==> src/rtl/mem_pattern_pkg.sv <==
// mem_pattern_pkg: shared state encoding and LFSR step function for the memory pattern initiator
package mem_pattern_pkg;

    typedef enum logic [1:0] {
        IDLE  = 2'd0,
        WRITE = 2'd1,
        READ  = 2'd2,
        DONE  = 2'd3
    } state_t;

    localparam logic [31:0] DEFAULT_POLY = 32'h80200003;

    function automatic logic [31:0] lfsr_next(input logic [31:0] l, input logic [31:0] poly);
        return (l >> 1) ^ (l[0] ? poly : 32'h0);
    endfunction

endpackage

==> src/rtl/mem_pattern_lfsr.sv <==
// mem_pattern_lfsr: Galois LFSR that reloads its seed on demand, with a zero seed forced to 1
module mem_pattern_lfsr
    import mem_pattern_pkg::*;
#(
    parameter logic [31:0] POLY = DEFAULT_POLY
) (
    input  logic        clk,
    input  logic        load,
    input  logic        step,
    input  logic [31:0] seed,
    output logic [31:0] value
);

    // Load wins over step so the write and read passes both start from the same seed
    always_ff @(posedge clk) begin
        if (load)
            value <= (seed == 32'h0) ? 32'h1 : seed;
        else if (step)
            value <= lfsr_next(value, POLY);
    end

endmodule

==> src/rtl/mem_pattern_initiator.sv <==
// mem_pattern_initiator: writes an LFSR pattern over a word range, reads it back and reports mismatches
module mem_pattern_initiator
    import mem_pattern_pkg::*;
#(
    parameter logic [31:0] ADDR_BASE = 32'h0,
    parameter int          NWORDS    = 256,
    parameter logic [31:0] SEED      = 32'h1,
    parameter logic [31:0] POLY      = DEFAULT_POLY
) (
    input  logic        clk,
    input  logic        rst,
    input  logic        start,
    output logic        busy,
    output logic        done,
    output logic        pass,
    output logic [15:0] err_count,
    output logic [31:0] fail_addr,
    output logic [31:0] fail_exp,
    output logic [31:0] fail_got,
    output logic [31:0] Address,
    output logic        MemWrite,
    output logic [31:0] Write_data,
    output logic [3:0]  Write_strb,
    output logic        MemRead,
    input  logic [31:0] Read_data
);

    state_t      r_state;
    logic [15:0] r_idx;
    logic        r_pass;
    logic [15:0] r_err;
    logic [31:0] r_fail_addr;
    logic [31:0] r_fail_exp;
    logic [31:0] r_fail_got;
    logic [31:0] w_lfsr;
    logic [31:0] w_addr;
    logic        w_last;
    logic        w_mis;
    logic        w_load;
    logic        w_step;

    mem_pattern_lfsr #(.POLY(POLY)) u_lfsr (
        .clk  (clk),
        .load (w_load),
        .step (w_step),
        .seed (SEED),
        .value(w_lfsr)
    );

    // Strobes are gated by rst so a reset cycle never touches memory, even mid-test
    always_comb begin
        w_last     = r_idx == 16'(NWORDS - 1);
        w_addr     = ADDR_BASE + {14'd0, r_idx, 2'b00};
        w_mis      = (r_state == READ) && (Read_data != w_lfsr);
        w_load     = ((r_state == IDLE) && start) || ((r_state == WRITE) && w_last);
        w_step     = (r_state == WRITE) || (r_state == READ);
        MemWrite   = !rst && (r_state == WRITE);
        MemRead    = !rst && (r_state == READ);
        Write_strb = {4{MemWrite}};
        Address    = (MemWrite || MemRead) ? w_addr : 32'h0;
        Write_data = MemWrite ? w_lfsr : 32'h0;
        busy       = (r_state == WRITE) || (r_state == READ);
        done       = r_state == DONE;
        pass       = r_pass;
        err_count  = r_err;
        fail_addr  = r_fail_addr;
        fail_exp   = r_fail_exp;
        fail_got   = r_fail_got;
    end

    // Sequencer: write pass, read-and-compare pass, one-cycle done, back to idle
    always_ff @(posedge clk) begin
        if (rst) begin
            r_state     <= IDLE;
            r_idx       <= 16'd0;
            r_pass      <= 1'b0;
            r_err       <= 16'd0;
            r_fail_addr <= 32'h0;
            r_fail_exp  <= 32'h0;
            r_fail_got  <= 32'h0;
        end else begin
            case (r_state)
                IDLE: if (start) begin
                    r_state     <= WRITE;
                    r_idx       <= 16'd0;
                    r_pass      <= 1'b0;
                    r_err       <= 16'd0;
                    r_fail_addr <= 32'h0;
                    r_fail_exp  <= 32'h0;
                    r_fail_got  <= 32'h0;
                end
                WRITE: begin
                    r_idx   <= w_last ? 16'd0 : r_idx + 16'd1;
                    r_state <= w_last ? READ : WRITE;
                end
                READ: begin
                    r_idx <= r_idx + 16'd1;
                    if (w_mis && r_err != 16'hFFFF)
                        r_err <= r_err + 16'd1;
                    if (w_mis && r_err == 16'd0) begin
                        r_fail_addr <= w_addr;
                        r_fail_exp  <= w_lfsr;
                        r_fail_got  <= Read_data;
                    end
                    if (w_last) begin
                        r_state <= DONE;
                        r_pass  <= (r_err == 16'd0) && !w_mis;
                    end
                end
                default: r_state <= IDLE;
            endcase
        end
    end

endmodule

==> config.mk <==
export PLATFORM = sky130hd
export DESIGN_NAME = mem_pattern_initiator
export DESIGN_NICKNAME = d
export VERILOG_FILES = /design/src/rtl/mem_pattern_pkg.sv /design/src/rtl/mem_pattern_lfsr.sv /design/src/rtl/mem_pattern_initiator.sv
export SDC_FILE = /design/constraint.sdc
export NUM_CORES = 1
export LEC_CHECK = 0
export ABC_AREA = 1
export CORE_ASPECT_RATIO = 1.75
export CORE_MARGIN = 4
export CORE_UTILIZATION = 41
export DETAILED_ROUTE_END_ITERATION = 7
export PLACE_DENSITY = 0.77
export SYNTH_ARGS = -nofsm -noshare
export SYNTH_HDL_FRONTEND = slang
export SYNTH_SLANG_ARGS = --single-unit
export TNS_END_PERCENT = 10
==> constraint.sdc <==
create_clock -name clk -period 1.8 [get_ports clk]
set_input_delay 0.36 -clock clk [delete_from_list [all_inputs] [get_ports clk]]
set_output_delay 0.36 -clock clk [all_outputs]
set_load 0.02 [all_outputs]
# Yosys cells after proc, flatten, opt, wreduce, memory -nomap -nowiden
# Index checks and enable logic that the tools add are counted.
# word_totals
regBits	163
input_bits	35
elab_cells	65
# classes
addsub	2
eq_ne	10
mux	22
bitwise	1
n_reduce_logical	22
# op_table
operator	n
32-bit two-way mux	6
32-bit one-hot mux with 2 select lines	3
16-bit two-way mux	3
16-bit one-hot mux with 3 select lines	1
16-bit by 1-bit adder with 16-bit output, second input constant	2
32-bit inequality test	1
16-bit one-hot mux with 2 select lines	1
31-bit by 32-bit bitwise XOR with 32-bit output	1
18-bit two-way mux	1
16-bit by 8-bit == test with 1-bit output, second input constant	1
16-bit logical NOT	1
16-bit inequality test, second input constant	1
3-bit AND reduction	3
1-bit logical AND	8
2-bit two-way mux	3
2-bit one-hot mux with 3 select lines	1
2-bit == test, second input constant	2
2-bit by 1-bit inequality test with 1-bit output, second input constant	2
2-bit inequality test, second input constant	2
2-bit AND reduction	2
1-bit logical OR	3
3-bit nonzero test	1
2-bit by 1-bit == test with 1-bit output, second input constant	1
1-bit logical NOT	2
4 further kinds	5

# Longest topological paths before layout
# depth
ltp_word	6
mapped_depth	15
depth_no_buf	14

# Hierarchy
# A second synthesis with hierarchy kept.
# hier_totals
cells_unflattened	1342
hier_area_um2	8461.9
# by_module_without_submodules
mod	n_inst	cells_each	area_per_inst_um2	seq_area_each_um2
mem_pattern_initiator	1	1172	6932.9	2302.2
mem_pattern_lfsr	1	170	1529.0	960.9

# Worst setup path before layout
# OpenSTA, ideal clock, no wires.
# synth_timing
path_kind	flip-flop to output port
startpoint	register r_state[0]
endpoint	output Address[10]
t_arrival_ps	1799
slack_ps	-359
stages_incl_launch_ff	9
path_cell_list	dfxtp_1 inv_1 ha_1 buf_4 inv_2 nor2_1 nor2_1 buf_2 nor2_1
# synth_via
elab_chain_len	4
elab_cells_between_ends	6
classes_between	2 x eq/ne; 1 x mux; 3 x reduce/logical
# synth_rtl
element	line	text
start: declaration	mem_pattern_initiator.sv:28	state_t r_state;
start signal: assignment	mem_pattern_initiator.sv:94	r_state <= w_last ? READ : WRITE;
2-bit == test	mem_pattern_initiator.sv:58	MemRead = !rst && (r_state == READ);
1-bit logical AND	mem_pattern_initiator.sv:58	
via MemRead	mem_pattern_initiator.sv:24	output logic MemRead,
1-bit logical OR	mem_pattern_initiator.sv:60	Address = (MemWrite || MemRead) ? w_addr : 32'h0;
18-bit two-way mux	mem_pattern_initiator.sv:60	
end: declaration	mem_pattern_initiator.sv:20	output logic [31:0] Address,
# The timed path passes the listed nets, and every way through them passes these cells.

# Worst setup path in the final report
# layout_timing
startpoint	register r_state[1]
endpoint	output Address[9]
# layout_via
elab_chain_len	4
elab_cells_between_ends	6
classes_between	2 x eq/ne; 1 x mux; 3 x reduce/logical
# layout_rtl
element	line
2-bit by 1-bit == test with 1-bit output / 2-bit == test (equally long branches)	mem_pattern_initiator.sv:57, mem_pattern_initiator.sv:58
1-bit logical AND, on equally long branches	mem_pattern_initiator.sv:57, mem_pattern_initiator.sv:58
1-bit logical OR (*)	mem_pattern_initiator.sv:60
18-bit two-way mux (*)	mem_pattern_initiator.sv:60
# Mark *: on every way between the ends. The rest lies on a longest branch, timed or not.

==> impl_metrics.json <==
{
  "outcome": "finished with violations",
  "violations": "negative setup slack",
  "powerDensity_nw_per_um2": 821,
  "cts_buffer_depth": 2,
  "synth.avg_cell_area_um2": 6.15,
  "final_cell_mix": "nand2_1 (366), nor2_1 (224), inv_1 (176)",
  "fp.dieW_um": 114,
  "arrival_ns": 1.66,
  "ys_seq_elements": 147,
  "switching_share": 0.316,
  "layout_commonest_cell": "nand2_1",
  "finish.net_count": 1666,
  "reg2reg_depth": 11,
  "crit_type": "flop to output pin",
  "post-route-min-period_ns": 2.02,
  "clkSlewWorstSetupHoldPaths_ns": 0.06,
  "grt.total_usage": 0.236,
  "synthDistinctLibCells": 36,
  "yosys_most_used_dff": "dfxtp_1",
  "gr-usage-met2": 0.433,
  "dpl_cell_area_um2": 11200,
  "hold_path_class": "input port to flop",
  "critPathLaunchType": "flop",
  "clkPwrFrac": 0.356,
  "core_area_um2": 19300,
  "cts_tree": "done",
  "grt.met1_usage": 0.253,
  "gr-total-overflow": 0,
  "antenna_found_initial": 0,
  "pin_count": 220,
  "cts_sinks": 147,
  "wirelength_mm": 28.4,
  "syn_to_final_growth_pct": 54.3,
  "final_antenna_net_count": 0,
  "dpl_worst_slack_ns": -0.611,
  "grt.busiest_layer": "met2",
  "design_area_um2": 12500,
  "cp-end-kind": "output pin",
  "antennaDiodeCount": 0,
  "rsz0062_at_grt": "true",
  "first_iter_violations": 491,
  "drive_gt1_frac": 0.225,
  "finalHoldViolations": 0,
  "port_buffers": 187,
  "whs_path_depth": 5,
  "power_switching_mw": 3.25,
  "r2r_setup_slack_ns": -0.22,
  "internal_power_mw": 7.04,
  "wl_per_cell_um": 15.2,
  "crit_start": "r_state[1]",
  "seq_area_um2": 2950,
  "utilization": 0.650,
  "max-slew-margin-rel": 0.312,
  "r2r_start": "err_count[13]",
  "dp_hpwl_mm": 18.6,
  "drc": 0,
  "num_vias": 9217,
  "holdPathEnd": "fail_got[3]",
  "async_flop_share": 0,
  "drv_cap": 0,
  "setup_viol": 146,
  "synthCells": 1321,
  "required_ns": 1.44,
  "initial_core_util": 0.421,
  "fin_ws_ns": -0.225,
  "dieHeight_um": 194,
  "rows": 67,
  "filler_cell_count": 1684,
  "routabilityCongestion": 0.929,
  "path_max_fanout": 8,
  "grt_max_degree": 87,
  "grt_pass1_vias": 8845,
  "p_leak_nw": 6.16,
  "worstMarginPinSlew_ns": 1.03,
  "pwr-share-comb": 0.287,
  "multiInputGateArea_um2": 4510,
  "syn_area_um2": 8120,
  "clock-root-buffer": "clkbuf_16",
  "insertion_delay_ns": 0.43,
  "finalCritPeriodShare": 1.12,
  "routed_via_density": 4.92,
  "cts_hold_buf": 0,
  "maxSlewViolCount": 0,
  "grt_util_met3": 0.0447,
  "seqPwrFrac": 0.357,
  "cts_buffers": 17,
  "ir_worst_vdd_uv": 481,
  "synth-edff-count": 0,
  "ys_warn_count": 0,
  "h-tree-depth": 4,
  "grt_pass1_wl_mm": 43.0,
  "fin_skew_ns": 0.0120,
  "r2r-end": "fail_got[21]",
  "synth.yosys.seq_area_share": 0.362,
  "dieArea_um2": 22200,
  "dr.pass1.iters": 5,
  "max_freq_mhz": 494,
  "hold_start": "Read_data[3]"
}
[through the flow]
stage | power [mW] | TNS, ns | cells | hold WS, ns
after floorplan | 5.26 | -4.02 | 1352 | 0.466
after global placement | 6.37 | -69.23 | 1828 | 0.496
after detailed placement | 6.42 | -72.41 | 1828 | 0.495
after CTS | 10.1 | -20.89 | 1861 | 0.468
after global routing | 10.8 | -32.91 | 1874 | 0.363
final | 10.3 | -18.88 | 1874 | 0.355
[cells in the mapped netlist, drive strengths merged (2+ instances only)]
cell type	instances	area [µm²]
nor3	13	76.3
ha	8	100
nand4	10	68.8
nand3	102	515
xnor2	14	123
clkinv	2	8.75
inv	185	694
nand2	392	1500
buf	62	435
xor2	6	52.6
dfxtp	147	2940
nor3b	2	15.0
nor2	263	1010
a211oi	5	37.5
clkbuf	39	146
a31oi	2	12.5
a21oi	51	282
o21ai	14	70.1
[critical path, cell delays in order (launching register included)]
cell	delay, ns
dfxtp_2	0.34
buf_6	0.12
ha_4	0.16
inv_4	0.06
nor2_4	0.04
nor2_4	0.16
buf_12	0.19
nor2_4	0.05
buf_6	0.13
[what timing repair did]
| item | CTS | global route |
|---|---|---|
| cloned | 1 | 13 |
| buffers inserted | 3 | 2 |
| pin swaps | 5 | 69 |
| resized for setup | 345 | 108 |
| endpoints found under the hold margin | 0 | 0 |
| setup endpoints to repair | 184 | 183 |
[registers in the layout, summed over array words and instances (netlist names)]
name / cells
err_count: 16
fail_addr: 16
fail_exp: 32
fail_got: 32
pass: 1
r_idx: 16
r_state: 2
u_lfsr.value: 32
[layer usage]
metal / part of all wire / wire length, µm
met3: 0.059 / 1670
met4: 0.046 / 1310
met5: 0 / 0
met2: 0.53 / 15000
met1: 0.37 / 10500
[how the worst max path moves through the flow]
stage / to / slack (ns)
6_report: Address[9] / -0.22
5_1_grt: fail_got[21] / -0.30
4_1_cts: Address[15] / -0.29
3_5_place_dp: fail_got[19] / -0.61
3_3_place_gp: fail_addr[4] / -0.58
2_1_floorplan: fail_addr[13] / -0.09
[cells by family after synthesis]
kind of cell               after synthesis  synth area share
and+or+nand+nor                        783             0.394
buffers and inverters                  288             0.158
DFF                                    147             0.362
AOI/OAI and AO/OA                       74            0.0513
xor gates and xnor gates                20            0.0216
adders and majority gates                8            0.0123
other                                    1          0.000462
[power by group through the flow]
stage	sequential (mW)	clock, mW	combinational, mW
2_1_floorplan	4.00	0	1.25
3_3_place_gp	3.73	0	2.64
3_5_place_dp	3.74	0	2.68
4_1_cts	3.68	3.69	2.73
5_1_grt	3.71	3.83	3.22
6_report	3.68	3.66	2.95
[layout make-up]
cell class | instances | area share
multi-input combinational | 918 | 0.360
sequential | 147 | 0.235
clock inverter | 10 | 0.0108
clock buffer | 19 | 0.0361
timing repair buffer | 352 | 0.277
inverter | 187 | 0.0567
tap | 241 | 0.0241
Note: power is estimated with default switching activity, not from simulation.
